## config.mk

```make
export PLATFORM = sky130hd
export DESIGN_NAME = chunked_alu_flat
export DESIGN_NICKNAME = d
export VERILOG_FILES = /design/src/rtl/chunked_alu_if.sv /design/src/rtl/chunked_alu.sv /design/src/flat_wrapper.sv
export SDC_FILE = /design/constraint.sdc
export NUM_CORES = 1
export LEC_CHECK = 0
export ABC_AREA = 1
export BUFFER_PORTS_ARGS = -buffer_cell sky130_fd_sc_hd__buf_4
export CAP_MARGIN = 20
export CORE_ASPECT_RATIO = 1.2
export CORE_MARGIN = 2
export CORE_UTILIZATION = 35
export CTS_CLUSTER_SIZE = 24
export DETAILED_ROUTE_END_ITERATION = 10
export GPL_ROUTABILITY_DRIVEN = 0
export MAX_ROUTING_LAYER = met4
export PLACE_DENSITY = 0.55
export SKIP_CTS_REPAIR_TIMING = 1
export SLEW_MARGIN = 5
export SYNTH_ARGS = -nofsm -noshare
export SYNTH_HDL_FRONTEND = slang
export SYNTH_SLANG_ARGS = --single-unit
export TNS_END_PERCENT = 10
```

## constraint.sdc

```tcl
create_clock -name clk -period 4.25 [get_ports clk]
set_input_delay 0.85 -clock clk [delete_from_list [all_inputs] [get_ports clk]]
set_output_delay 0.85 -clock clk [all_outputs]
set_load 0.1 [all_outputs]
```

## src/rtl/chunked_alu_if.sv

```systemverilog
// Execute-stage <-> chunked ALU start/done bus.
// Carries cf only when CHUNKED_ALU_CF_EN is defined.
interface chunked_alu_if #(
  parameter int WIDTH = 64
);
  logic             start;
  logic [1:0]       ifun;
  logic [WIDTH-1:0] a;
  logic [WIDTH-1:0] b;
  logic             busy;
  logic             done;
  logic [WIDTH-1:0] result;
  logic [2:0]       cc;
`ifdef CHUNKED_ALU_CF_EN
  logic             cf;

  modport master (
    output start, ifun, a, b,
    input  busy, done, result, cc, cf
  );

  modport slave (
    input  start, ifun, a, b,
    output busy, done, result, cc, cf
  );
`else
  modport master (
    output start, ifun, a, b,
    input  busy, done, result, cc
  );

  modport slave (
    input  start, ifun, a, b,
    output busy, done, result, cc
  );
`endif
endinterface

```

## src/rtl/chunked_alu.sv

```systemverilog
// Multi-cycle Y86-64 OPq ALU, CHUNK bits per clock, ZF/SF/OF codes.
// CHUNKED_ALU_CF_EN adds a registered carry/borrow flag output.
module chunked_alu #(
  parameter int WIDTH = 64,
  parameter int CHUNK = 16
) (
  input  logic          clk,
  input  logic          rst_n,
  chunked_alu_if.slave  bus
);
  localparam int NCH = WIDTH / CHUNK;
  localparam int IW  = (NCH > 1) ? $clog2(NCH) : 1;
  localparam logic [IW-1:0] LAST = IW'(NCH - 1);

  localparam logic [0:0] IDLE = 1'b0;
  localparam logic [0:0] RUN  = 1'b1;

  localparam logic [1:0] F_ADD = 2'd0;
  localparam logic [1:0] F_SUB = 2'd1;
  localparam logic [1:0] F_AND = 2'd2;
  localparam logic [1:0] F_XOR = 2'd3;

  logic [0:0]       state_q;
  logic [WIDTH-1:0] a_q, b_q, acc_q, acc_d;
  logic [WIDTH-1:0] result_q;
  logic [1:0]       fn_q;
  logic [IW-1:0]    idx_q;
  logic             c_q, z_q, done_q;
  logic [2:0]       cc_q, cc_d;

  logic [CHUNK-1:0] sa, sb, ob, sl;
  logic [CHUNK:0]   sum;
  logic             co, last, of_d;

  always_comb begin
    sa    = a_q[idx_q*CHUNK +: CHUNK];
    sb    = b_q[idx_q*CHUNK +: CHUNK];
    ob    = (fn_q == F_SUB) ? ~sa : sa;
    sum   = {1'b0, sb} + {1'b0, ob}
          + {{CHUNK{1'b0}}, c_q};
    co    = sum[CHUNK];
    sl    = sum[CHUNK-1:0];
    unique case (1'b1)
      fn_q == F_AND: sl = sb & sa;
      fn_q == F_XOR: sl = sb ^ sa;
      default:       sl = sum[CHUNK-1:0];
    endcase
    acc_d = acc_q;
    acc_d[idx_q*CHUNK +: CHUNK] = sl;
    last  = (idx_q == LAST);
    of_d  = 1'b0;
    unique case (1'b1)
      fn_q == F_ADD:
        of_d = (a_q[WIDTH-1] == b_q[WIDTH-1])
            && (acc_d[WIDTH-1] != a_q[WIDTH-1]);
      fn_q == F_SUB:
        of_d = (a_q[WIDTH-1] != b_q[WIDTH-1])
            && (acc_d[WIDTH-1] != b_q[WIDTH-1]);
      default: of_d = 1'b0;
    endcase
    cc_d = {of_d, acc_d[WIDTH-1], ~(z_q | (|sl))};
  end

`ifdef CHUNKED_ALU_CF_EN
  logic cf_q;
  // Borrow for sub is the complement of the two's-complement carry.
  always_ff @(posedge clk or negedge rst_n) begin
    if (!rst_n) begin
      cf_q <= 1'b0;
    end else if (state_q == RUN && last) begin
      unique case (1'b1)
        fn_q == F_ADD: cf_q <= co;
        fn_q == F_SUB: cf_q <= ~co;
        default:       cf_q <= 1'b0;
      endcase
    end
  end
  assign bus.cf = cf_q;
`endif

  always_ff @(posedge clk or negedge rst_n) begin
    if (!rst_n) begin
      state_q  <= IDLE;
      a_q      <= '0;
      b_q      <= '0;
      fn_q     <= '0;
      idx_q    <= '0;
      c_q      <= 1'b0;
      z_q      <= 1'b0;
      acc_q    <= '0;
      result_q <= '0;
      cc_q     <= '0;
      done_q   <= 1'b0;
    end else begin
      done_q <= 1'b0;
      unique case (state_q)
        IDLE: begin
          if (bus.start) begin
            a_q     <= bus.a;
            b_q     <= bus.b;
            fn_q    <= bus.ifun;
            idx_q   <= '0;
            c_q     <= (bus.ifun == F_SUB);
            z_q     <= 1'b0;
            state_q <= RUN;
          end
        end
        RUN: begin
          acc_q <= acc_d;
          c_q   <= co;
          z_q   <= z_q | (|sl);
          idx_q <= idx_q + IW'(1);
          if (last) begin
            state_q  <= IDLE;
            result_q <= acc_d;
            cc_q     <= cc_d;
            done_q   <= 1'b1;
          end
        end
        default: state_q <= IDLE;
      endcase
    end
  end

  assign bus.busy   = (state_q == RUN);
  assign bus.done   = done_q;
  assign bus.result = result_q;
  assign bus.cc     = cc_q;
endmodule

```

## src/flat_wrapper.sv

```systemverilog
// flat-port wrapper written by rule: the top's interface ports become plain ports
module chunked_alu_flat 
#(
  parameter int WIDTH = 64,
  parameter int CHUNK = 16
)
  (clk, rst_n, bus_start, bus_ifun, bus_a, bus_b, bus_busy, bus_done, bus_result, bus_cc);
  chunked_alu_if #(.WIDTH(WIDTH)) bus_i ();
  input  logic clk;
  input  logic rst_n;
  input wire logic [$bits(bus_i.start)-1:0] bus_start;
  input wire logic [$bits(bus_i.ifun)-1:0] bus_ifun;
  input wire logic [$bits(bus_i.a)-1:0] bus_a;
  input wire logic [$bits(bus_i.b)-1:0] bus_b;
  output wire logic [$bits(bus_i.busy)-1:0] bus_busy;
  output wire logic [$bits(bus_i.done)-1:0] bus_done;
  output wire logic [$bits(bus_i.result)-1:0] bus_result;
  output wire logic [$bits(bus_i.cc)-1:0] bus_cc;
  assign bus_i.start = bus_start;
  assign bus_i.ifun = bus_ifun;
  assign bus_i.a = bus_a;
  assign bus_i.b = bus_b;
  assign bus_busy = bus_i.busy;
  assign bus_done = bus_i.done;
  assign bus_result = bus_i.result;
  assign bus_cc = bus_i.cc;
  chunked_alu #(.WIDTH(WIDTH), .CHUNK(CHUNK)) u_core (.clk(clk), .rst_n(rst_n), .bus(bus_i));
endmodule
```

After elaboration in Yosys (flattened, before gate mapping). Cells that the tools add are included.

Bitwise gates (word level): 6. Order comparisons: 0. Add/sub/neg operators: 4. Div/mod/pow operators: 0. Shift-type cells: 4. Reduce and logical (&&, ||, !) cells: 6. Multiply operators: 0. Eq/ne operators: 10. Mux-type cells: 15.

Operators with widths (number): $shiftx A64 B7 Y16 (2); $bwmux W64 (1); $shift A16 B34 Y64 const A (1); $shiftx A16 B34 Y64 (1); $neg A6 Y34 (1); $pmux W16 S2 (1); $add A16 B16 Y17 (1); $add A17 B1 Y17 (1); $and A16 B16 Y16 (1); $mux W16 (1); $not A16 Y16 (1); $reduce_or A16 Y1 (1); $xor A16 B16 Y16 (1); $pmux W1 S2 (4); $eq A2 B2 Y1 const B (3); $mux W1 (6); $eq A2 B1 Y1 const B (2); $pmux W2 S2 (1); $reduce_and A2 Y1 (2); $ne A1 B1 Y1 (3); $add A2 B1 Y2 const B (1); $logic_and A1 B1 Y1 (2); $logic_not A2 Y1 (1); $mux W2 (1); other kinds (4) (5).

Memories: 0. Register bits: 267. Memory bits (writable): 0. Latch bits: 0. Output and inout port bits: 69. Bits in read-only memories: 0.

Depth between registers and ports, before layout. Gate-level depths: netlist of the first run.

Depth after elaboration: 11. Gate-level depth with buffers: 23. Gate-level depth less buffers: 22.

Worst setup path after synthesis of the first run. No wires, ideal clock.

Path type: register -> register. Start: reg u_core.idx_q[0]. End: reg u_core.z_q. Path buffers: 2. Stages on the path, launching flop included: 23. Clock period less this slack: 3443 ps. Arrival: 3327 ps. Required time: 4134 ps. Setup slack: 807 ps. Cells stage by stage: dfrtp_1 > clkbuf_1 > buf_1 > nand2_1 > nand3_1 > nand2_1 > xor2_1 > fa_1 > fa_1 > nand3_1 > nand2_1 > a21oi_4 > nor2_1 > nor2_1 > nand2_1 > nand2_2 > nand2_1 > nor3b_2 > nand3_1 > nor2_2 > nand3_1 > nand2_1 > nand2_1.

Word-level cells in the longest chain between the ends: 9.

Ends and longest elaborated chain: from (decl) (RTL line chunked_alu.sv:27) `logic [IW-1:0] idx_q;`; from (signal assigned) (RTL line chunked_alu.sv:112) `idx_q <= idx_q + IW'(1);`; $shiftx A64 B7 Y16 (RTL line chunked_alu.sv:36) `sa = a_q[idx_q*CHUNK +: CHUNK];`; $not A16 Y16 (RTL line chunked_alu.sv:38) `ob = (fn_q == F_SUB) ? ~sa : sa;`; $mux W16 (RTL line chunked_alu.sv:38); $add A16 B16 Y17 (RTL line chunked_alu.sv:39) `sum = {1'b0, sb} + {1'b0, ob}`; $add A17 B1 Y17 (RTL line chunked_alu.sv:40) `+ {{CHUNK{1'b0}}, c_q};`; $pmux W16 S2 * (RTL line chunked_alu.sv:43) `unique case (1'b1)`; $reduce_or A16 Y1 * (RTL line chunked_alu.sv:111) `z_q <= z_q | (|sl);`; $or A1 B1 Y1 * (RTL line chunked_alu.sv:111); $pmux W1 S2 * (RTL line chunked_alu.sv:96) `unique case (state_q)`; to (signal assigned) (RTL line chunked_alu.sv:111); to (decl) (RTL line chunked_alu.sv:28) `logic c_q, z_q, done_q;`.

Mark *: on every way between the ends. The rest lies on a longest branch, timed or not. A chain may end at the register's enable or synchronous reset.

Final worst setup path of the first run.
Start: reg u_core.idx_q[0]. End: reg u_core.acc_q[24].

Word-level cells in the longest chain between the ends: 8.

Ends and longest elaborated chain: $shiftx A64 B7 Y16 (RTL line chunked_alu.sv:36); $not A16 Y16 (RTL line chunked_alu.sv:38); $mux W16 (RTL line chunked_alu.sv:38); $add A16 B16 Y17 (RTL line chunked_alu.sv:39); $add A17 B1 Y17 (RTL line chunked_alu.sv:40); $pmux W16 S2 (RTL line chunked_alu.sv:43); $shiftx A16 B34 Y64 (RTL line chunked_alu.sv:49) `acc_d[idx_q*CHUNK +: CHUNK] = sl;`; $bwmux W64 * (RTL line chunked_alu.sv:49); to (signal assigned) (RTL line chunked_alu.sv:90) `acc_q <= '0;`; to (signal assigned) (RTL line chunked_alu.sv:109) `acc_q <= acc_d;`; to (decl) (RTL line chunked_alu.sv:24) `logic [WIDTH-1:0] a_q, b_q, acc_q, acc_d;`.

Marks and branches as above.

==> results.toml, run 1 <==
[global_routing]
grt_antenna_before_repair = 0
grt_pass1_wl_um = 60900
grt_pass1_vias = 11000
grt_max_degree = 106
grt.total_usage_pct = 21.3
grt_remaining_overflow = 0

[synth]
async_flop_share_pct = 100
synth_cell_types = 45
syn_nets = 1816
postSynthCellCount = 1645
avgSynthCellArea_um2 = 7.70
yosysSeqAreaShare_pct = 49.6
synth_area_um2 = 12700
synth-edff-count = 0
ys_warn_count = 0
synth_top_flop_cell = "dfrtp_1"
synth_seq_cells = 251

[timing]
maxSlewHeadroom_pct = 44.1
post-route-min-period_ps = 3600
skew_ps = 14.0
setup_tns_ps = 0
tightest_slew_ps = 838
max_freq_ghz = 0.278
setup_viol = 0
rsz0062_at_grt = "no"
finalHoldViolations = 0
maxSlewViolCount = 0
timing.final.crit_share_pct = 84.6

[die]
fp-row-count = 76
die-area_um2 = 37700
initial_core_util_pct = 35.4
core_um2 = 35800
die_x_um = 178
die_h_um = 212
pin_count = 202

[cells_and_area]
layout_commonest_cell = "nand2_1"
multiInputGateArea_um2 = 5620
drive_above_1_share_pct = 17.0
area_growth_pct = 22.3
fill_cells = 3772
fin_nets = 1981
regArea_um2 = 6280
n_antenna_cell = 0
fin_util_pct = 43.3
layout_common_cells = "776 x nand2_1, 249 x dfrtp_1, 223 x buf_4, 100 x inv_1, 99 x o21ai_0"

[drt]
drcViolationCount = 0
num_vias = 11200
vias_per_cell = 4.87
routedWlPerCell_um = 16.8
drt_iter0_drc = 720
dr.pass1.iters = 5
antenna_left = 0
wirelength_um = 38600

[status]
status = "complete, no violations"

[critical_path]
required_ps = 4710
critPathTopFamily = "simple AND/OR/NAND/NOR gates"
arrival_ps = 4060
worstSetupEndpointType = "register"
path_buf_inv = 1
crit_path_start_kind = "register"
cpMostUsedCell = "nand2_1"
worstPathCellList = "inv_2 -> nand2_1 -> nand3_1 -> nand2_1 -> xor2_1 -> fa_1 -> fa_1 -> nand3_1 -> nand2_1 -> a21oi_4 -> o21ai_1 -> xor2_1 -> nand2_1 -> nand2_1 -> nand2_1 -> nor2_1 -> nand2_1 -> o21ai_1 -> nand2_1 -> o21ai_0"
path_max_fanout = 19
crit_type = "reg2reg"
max_stage_delay_ps = 450
cp_slowest_cell = "fa_1"

[hold_path]
hold_path.class = "in2async"

[clock_tree]
clockBufferDepth = 3
clk_latency_ps = 550
cts.reportedPaths.clkPinSlew_ps = 60
numCtsBuffers = 27
tritoncts = "yes"
cts_sinks = 251
cts_root_buf = "clkbuf_16"
htree_levels = 1

[run]
drv_cap = 0

[placed_design]
place_hpwl_um = 27900
portBuffers = 201
-- per-layer routing --
metal  part of all wire [%]  track usage [%]  vias up  routed length (um)
li1                       -                -     5548                   -
met1                     42             27.0     5237               16300
met2                     50             36.2      339               19500
met3                    5.2             2.45       54                2010
met4                    2.0             5.12        0                 786
met5                      0                -        -                   0
-- final cells by class --
cell class	instances	area share, %
Timing Repair Buffer	228	11.4
Sequential cell	251	40.6
Clock buffer	37	4.80
Multi-Input combinational cell	1195	36.3
Clock inverter	10	0.573
Inverter	107	2.61
Tap cell	468	3.78
-- sequential cells by signal, summed over array words and instances, names as in the netlist --
name               flops
u_core.a_q            64
u_core.b_q            64
u_core.bus.result     63
u_core.acc_q          49
u_core.bus.cc          3
u_core.fn_q            2
u_core.idx_q           2
u_core.bus.busy        1
u_core.bus.done        1
u_core.c_q             1
u_core.z_q             1
-- cells in the mapped netlist (2+ instances only) --
| master | number | area (um2) |
|---|---|---|
| o21bai_2 | 2 | 22.5 |
| buf_4 | 2 | 15.0 |
| fa_1 | 2 | 40.0 |
| a21oi_2 | 3 | 26.3 |
| clkbuf_1 | 62 | 233 |
| o21ai_2 | 7 | 61.3 |
| inv_2 | 3 | 11.3 |
| buf_2 | 15 | 75.1 |
| o22ai_2 | 2 | 25.0 |
| buf_1 | 12 | 45.0 |
| nand2_1 | 778 | 2920 |
| nor2_2 | 2 | 12.5 |
| o32ai_1 | 9 | 78.8 |
| o21bai_1 | 2 | 15.0 |
| o21ai_1 | 9 | 45.0 |
| nand4_1 | 11 | 68.8 |
| nand3_1 | 53 | 265 |
| xor2_1 | 19 | 166 |
| o22a_1 | 9 | 78.8 |
| clkinv_1 | 3 | 11.3 |
| inv_1 | 101 | 379 |
| a21oi_1 | 14 | 70.1 |
| nand3_2 | 3 | 30.0 |
| nand2_2 | 10 | 62.6 |
| o22ai_1 | 43 | 269 |
| nor2_1 | 64 | 240 |
| o21ai_0 | 99 | 495 |
| ha_1 | 36 | 450 |
| a22o_1 | 4 | 35.0 |
| dfrtp_1 | 251 | 6280 |
-- cell families (layout without fill, tap and decap cells) --
family	Yosys count	count (layout)	synth area share, %
AOI/OAI and AO/OA	208	208	10.1
xor gates and xnor gates	20	20	1.38
adders and majority gates	38	38	3.87
buffers and inverters	199	382	6.16
DFF	251	251	49.6
and+or+nand+nor	929	929	28.9
-- worst paths after layout --
path | from | to | slack, ps | cells after the start
max | u_core.idx_q[0]$_DFFE_PN0P_ | u_core.acc_q[24]$_DFFE_PN0P_ | 650 | 20
min | rst_n | u_core.bus.done$_DFF_PN0_ | 390 | 1
max reg2reg | u_core.idx_q[0]$_DFFE_PN0P_ | u_core.acc_q[24]$_DFFE_PN0P_ | 650 | 20
min reg2reg | u_core.a_q[52]$_DFFE_PN0P_ | u_core.a_q[52]$_DFFE_PN0P_ | 470 | 2
max in group asynchronous | rst_n | u_core.bus.result[58]$_DFFE_PN0P_ | 2970 | 2
min in group clk | u_core.a_q[52]$_DFFE_PN0P_ | u_core.a_q[52]$_DFFE_PN0P_ | 470 | 2
-- through the flow --
stage | instance area, um2 | setup slack (ps) | hold slack (ps) | instances
final | 15500 | 653 | 386 | 2296
after global routing | 15500 | 361 | 454 | 2296
after CTS | 15500 | 649 | 409 | 2296
after detailed placement | 14700 | 667 | 462 | 2249
after global placement | 14700 | 737 | 458 | 2249
after floorplan | 12700 | 807 | 444 | 1645
Power of run 1 is left out: the tool's default activity adds up to more than one toggle a clock period on the data nets, which glitch-free logic cannot reach.
==> inputs of run 2 (changes only) <==
==> constraint.sdc (replaced) <==
create_clock -name clk -period 3.7 [get_ports clk]
set_input_delay 0.74 -clock clk [delete_from_list [all_inputs] [get_ports clk]]
set_output_delay 0.74 -clock clk [all_outputs]
set_load 0.1 [all_outputs]
==> run 2 against run 1 <==
Against the previous run: global-route usage barely moved; sequential share of layout area fell by 0.83 points; clock skew fell by 1.4 ps; critical path depth fell by 3; setup slack got worse by 330 ps; final cell count rose by 0.48%; non-clock buffer count rose by 6; first-iteration DRC count fell by 14%; register-to-register slack got worse by 330 ps; via count rose by 0.19%.
==> results.toml, run 2 (same netlist as run 1, synthesis figures left out) <==
[status]
status = "complete, no violations"

[cells_and_area]
layout_commonest_cell = "nand2_1"
regArea_um2 = 6280
multiInputGateArea_um2 = 5620
n_antenna_cell = 0
drive_above_1_share_pct = 17.7
area_growth_pct = 24.8
fill_cells = 3685
layout_common_cells = "776 x nand2_1, 249 x dfrtp_1, 224 x buf_4, 100 x inv_1, 99 x o21ai_0"
fin_nets = 1988

[drt]
antenna_left = 0
drt_iter0_drc = 619
num_vias = 11200
drcViolationCount = 0
vias_per_cell = 4.85
dr.pass1.iters = 6
routedWlPerCell_um = 16.8
wirelength_um = 38800

[global_routing]
grt_pass1_wl_um = 60900
grtUsageMet1_pct = 27.0
grtUsageMet3_pct = 2.24
grt.total_usage_pct = 21.3
grt_remaining_overflow = 0
grt_max_degree = 100
grt_pass1_vias = 11100
gr-max-usage-layer = "met2"
use_met2_pct = 36.2
grt_antenna_before_repair = 0

[critical_path]
path_buf_inv = 3
critPathTopFamily = "compound AO/OA/AOI/OAI gates"
arrival_ps = 3850
worstPathCellList = "inv_1 -> buf_12 -> o21ai_0 -> o22ai_1 -> ha_1 -> or2_1 -> nand2_1 -> o21bai_1 -> nand2_1 -> nand3_2 -> o21ai_1 -> inv_1 -> a21oi_2 -> nand2_1 -> o21ai_0 -> nand2_1 -> o21ai_0"
crit_path_start_kind = "register"
cpMostUsedCell = "nand2_1"
cp_slowest_cell = "dfrtp_1"
reg2reg_depth = 17
max_stage_delay_ps = 410
worstSetupPathDepth = 17
path_max_fanout = 31
worstSetupEndpointType = "register"
crit_type = "reg2reg"
required_ps = 4170

[timing]
rsz0062_at_grt = "no"
tightest_slew_ps = 811
setup_tns_ps = 0
maxSlewViolCount = 0
skew_ps = 12.6
post-route-min-period_ps = 3380
finalHoldViolations = 0
setup_viol = 0
timing.final.crit_share_pct = 91.3
maxSlewHeadroom_pct = 45.9
max_freq_ghz = 0.296

[die]
core_um2 = 35800
fp-row-count = 76
die-area_um2 = 37700
initial_core_util_pct = 35.4
die_h_um = 212
pin_count = 202
die_x_um = 178

[clock_tree]
cts.reportedPaths.clkPinSlew_ps = 60
clockBufferDepth = 3
cts_sinks = 251
htree_levels = 1
tritoncts = "yes"
clk_latency_ps = 550
numCtsBuffers = 28
cts_root_buf = "clkbuf_16"

[hold_path]
hold_path.class = "in2async"

[run]
drv_cap = 0

[placed_design]
place_hpwl_um = 27600
portBuffers = 201
[run 2: cell types whose count changed in the layout (fill, tap and decap cells not counted), sizes merged]
cell    previous run  this run
buf              228       233
bufinv             1         6
clkbuf            37        38
clkinv             9        10
inv              106       105
[run 2: metrics by stage]
step / cell area, um2 / setup slack (ps) / util [%] / std cells / hold slack (ps)
after floorplan: 12700 / 257 / - / 1645 / 444
after global placement: 14700 / 352 / 41.2 / 2253 / 457
after detailed placement: 14700 / 316 / 41.2 / 2253 / 461
after CTS: 15800 / 298 / 44.1 / 2305 / 267
after global routing: 15800 / 53.5 / 44.2 / 2307 / 289
final: 15800 / 321 / 44.2 / 2307 / 233
[run 2: metal layers]
layer	vias to the layer above	part of all wire (%)
li1	5564	-
met1	5273	43
met2	302	50
met3	60	4.4
met4	0	2.5
met5	-	0
[run 2: final timing paths]
| check | startpoint | slack [ps] | to |
|---|---|---|---|
| min reg2reg | u_core.b_q[10]$_DFFE_PN0P_ | 470 | u_core.b_q[10]$_DFFE_PN0P_ |
| min | rst_n | 230 | u_core.bus.done$_DFF_PN0_ |
| max reg2reg | u_core.idx_q[1]$_DFFE_PN0P_ | 320 | u_core.acc_q[13]$_DFFE_PN0P_ |
| max | u_core.idx_q[1]$_DFFE_PN0P_ | 320 | u_core.acc_q[13]$_DFFE_PN0P_ |
| max in group asynchronous | rst_n | 2630 | u_core.bus.result[49]$_DFFE_PN0P_ |
| min in group clk | bus_b[57] | 380 | u_core.b_q[57]$_DFFE_PN0P_ |
[run 2: worst register-to-register path, cell delays in order (launching register included)]
cell and delay [ps]:
dfrtp_1 410, inv_1 230, buf_12 230, o21ai_0 130
o22ai_1 350, ha_1 350, or2_1 240, nand2_1 110
o21bai_1 110, nand2_1 110, nand3_2 80, o21ai_1 120
inv_1 60, a21oi_2 290, nand2_1 170, o21ai_0 150
nand2_1 70, o21ai_0 80
[run 2: area by class of cell]
cell class	instances	area share [%]
inverters	107	2.57
clock inverters	15	1.49
clock buffers	37	5.09
flip-flops and latches	251	39.7
repair buffers	234	11.9
well taps	468	3.70
multi-input cells	1195	35.5
Power of run 2 is left out for the same reason.
==> inputs of run 3 (changes only) <==
--- a/config.mk
+++ b/config.mk
@@ -5,9 +5,10 @@
 export SDC_FILE = /design/constraint.sdc
 export NUM_CORES = 1
 export LEC_CHECK = 0
-export ABC_AREA = 1
 export BUFFER_PORTS_ARGS = -buffer_cell sky130_fd_sc_hd__buf_4
 export CAP_MARGIN = 20
+export CELL_PAD_IN_SITES_DETAIL_PLACEMENT = 1
+export CELL_PAD_IN_SITES_GLOBAL_PLACEMENT = 2
 export CORE_ASPECT_RATIO = 1.2
 export CORE_MARGIN = 2
 export CORE_UTILIZATION = 35
@@ -15,7 +16,7 @@
 export DETAILED_ROUTE_END_ITERATION = 10
 export GPL_ROUTABILITY_DRIVEN = 0
 export MAX_ROUTING_LAYER = met4
-export PLACE_DENSITY = 0.55
+export PLACE_DENSITY = 0.76
 export SKIP_CTS_REPAIR_TIMING = 1
 export SLEW_MARGIN = 5
 export SYNTH_ARGS = -nofsm -noshare
==> run 3 against run 2 <==
Against the previous run: the run now ends with setup timing left; final area grew 0.88%; critical path depth shrank 6; clock skew grew 12 ps.
==> results.toml, run 3 <==
[cells_and_area]
fill_cells = 3693
layout_common_cells = "272 x buf_4, 249 x dfrtp_1, 142 x mux2_2, 102 x nor2_1, 72 x nand2_1"
layout_commonest_cell = "buf_4"
drive_above_1_share_pct = 42.2
area_growth_pct = 29.3
n_antenna_cell = 0
fin_nets = 1432

[clock_tree]
cts_root_buf = "clkbuf_16"
clockBufferDepth = 3
cts.reportedPaths.clkPinSlew_ps = 60
cts_sinks = 250
clk_latency_ps = 560
htree_levels = 1
numCtsBuffers = 28
tritoncts = "yes"

[critical_path]
reg2reg_from = "u_core.idx_q[0]$_DFFE_PN0P_"
r2r_slack_ps = -6
required_ps = 4110
startpoint = "u_core.idx_q[0]$_DFFE_PN0P_"
reg2reg_to = "u_core.z_q$_DFFE_PN0P_"
arrival_ps = 4120
reg2reg_depth = 11
crit_type = "reg2reg"
worstSetupEndpointType = "register"
crit_path_start_kind = "register"
path_max_fanout = 4
critPathCapture = "u_core.z_q$_DFFE_PN0P_"

[die]
pin_count = 202
core_um2 = 34800
die-area_um2 = 36800
die_h_um = 210
fp-row-count = 75
die_x_um = 175
initial_core_util_pct = 35.4

[synth]
synth_commonest_cells = "250 x dfrtp_1, 142 x mux2_2, 103 x nor2_1"
postSynthCellCount = 1011
ys_warn_count = 0
synth_top_flop_cell = "dfrtp_1"
synth_cell_types = 69
synth_seq_cells = 250
yosysMostFrequentCell = "dfrtp_1"
syn_nets = 1182
synth_fa_ha_area_share_pct = 3.97
avgSynthCellArea_um2 = 12.2
synthTopCellsByArea = "dfrtp_1 51%, mux2_2 13%, mux4_2 5.8%, ha_1 3.7%, nor2_1 3.1%"
yosysSeqAreaShare_pct = 50.7
synth_compound_area_share_pct = 12.9
synth-simple-area-share_pct = 8.63
yosysTopAreaCellShare_pct = 50.7
synth-edff-count = 0
synth_area_leader_cell = "dfrtp_1"
synthMuxAreaShare_pct = 19.6
synth_top_family_by_area = "multiplexers"
synth_area_um2 = 12300
synthXorXnorAreaFrac_pct = 1.42
async_flop_share_pct = 100

[drt]
drcViolationCount = 0
num_vias = 9215
antenna_left = 0
wirelength_um = 37300
routedWlPerCell_um = 21.4
dr.pass1.iters = 4
vias_per_cell = 5.29
drt_iter0_drc = 356

[timing]
max_freq_ghz = 0.270
setup_viol = 1
tightest_slew_ps = 810
rsz0062_at_grt = "yes"
maxSlewViolCount = 0
skew_ps = 24.9
setup_tns_ps = -5.55
post-route-min-period_ps = 3710
timing.final.crit_share_pct = 100
finalHoldViolations = 0
fin_ws_ps = -5.55
maxSlewHeadroom_pct = 46.0

[status]
violations = "setup timing"
status = "complete, but fails checks"

[global_routing]
grt_max_degree = 98
grt_pass1_vias = 9878
grt_pass1_wl_um = 58500
grt_antenna_before_repair = 0
grt.total_usage_pct = 21.0
grt_remaining_overflow = 0

[run]
drv_cap = 0

[placed_design]
place_hpwl_um = 27600
portBuffers = 201

[hold_path]
hold_path.class = "in2async"
-- run 3: cell count changes in the layout (fill, tap and decap cells not counted), moves of 36 or more --
| cell | before | now |
|---|---|---|
| o21ai_0 | 99 | 40 |
| inv_1 | 100 | 12 |
| nor2_1 | 64 | 102 |
| o22ai_1 | 43 | 1 |
| nand2_1 | 776 | 72 |
| mux2_2 | 0 | 142 |
| a221oi_1 | 0 | 36 |
| buf_4 | 224 | 272 |
| nand3_1 | 53 | 9 |
-- run 3: through the flow --
step           util (%)  std cells  hold WS [ps]  setup slack, ps  instance area [um2]
6_report           45.8       1741           223            -5.55                16000
5_1_grt            45.8       1741           276             -179                16000
4_1_cts            45.4       1736           260             -363                15800
3_5_place_dp       42.9       1688           471             -339                14900
3_3_place_gp       42.9       1688           462             -275                14900
2_1_floorplan         -       1011           444           -0.200                12400
-- run 3: cell type report --
type,count,area (um2),share of cell area (%)
clock buffers,39,782,4.90
clock inverters,9,113,0.706
inverters,13,48.8,0.306
multi-input cells,682,5870,36.8
flip-flops and latches,250,6260,39.2
well taps,462,578,3.62
repair buffers,286,2310,14.5
-- run 3: kinds of logic after synthesis --
| group | count (synthesis) |
|---|---|
| AO/OA/AOI/OAI | 202 |
| flip-flops | 250 |
| XOR/XNOR | 20 |
| multiplexers | 184 |
| AND/OR/NAND/NOR | 238 |
| buffers and inverters | 79 |
| adder cells (fa/ha/maj) | 38 |
-- run 3: worst max-delay path: stages, from the launching register on --
cell	delay, ps
dfrtp_2	420
mux4_2	560
xnor2_2	160
fa_2	400
fa_2	400
a211o_1	320
a2111oi_4	340
nor3_2	100
nor4_2	340
o2111ai_2	210
nor4_4	190
a31oi_1	110
-- run 3: how the worst min path moves through the flow --
stage	start	end	slack [ps]	cells past startpoint
after floorplan	rst_n	u_core.a_q[0]$_DFFE_PN0P_	440	0
after global placement	u_core.acc_q[16]$_DFFE_PN0P_	u_core.acc_q[16]$_DFFE_PN0P_	460	2
after detailed placement	u_core.acc_q[17]$_DFFE_PN0P_	u_core.acc_q[17]$_DFFE_PN0P_	470	2
after CTS	rst_n	u_core.bus.done$_DFF_PN0_	260	1
after global routing	rst_n	u_core.bus.done$_DFF_PN0_	280	1
final	rst_n	u_core.bus.done$_DFF_PN0_	220	1
-- run 3: routing by layer --
layer,GRT usage (%),part of all wire (%),routed length [um],vias up
met5,-,0,0,-
met4,5.81,2.8,1040,0
met3,3.15,4.3,1620,49
met2,35.3,50,18700,225
met1,26.4,43,16000,4702
li1,-,-,-,4239
Power of run 3 is left out for the same reason.
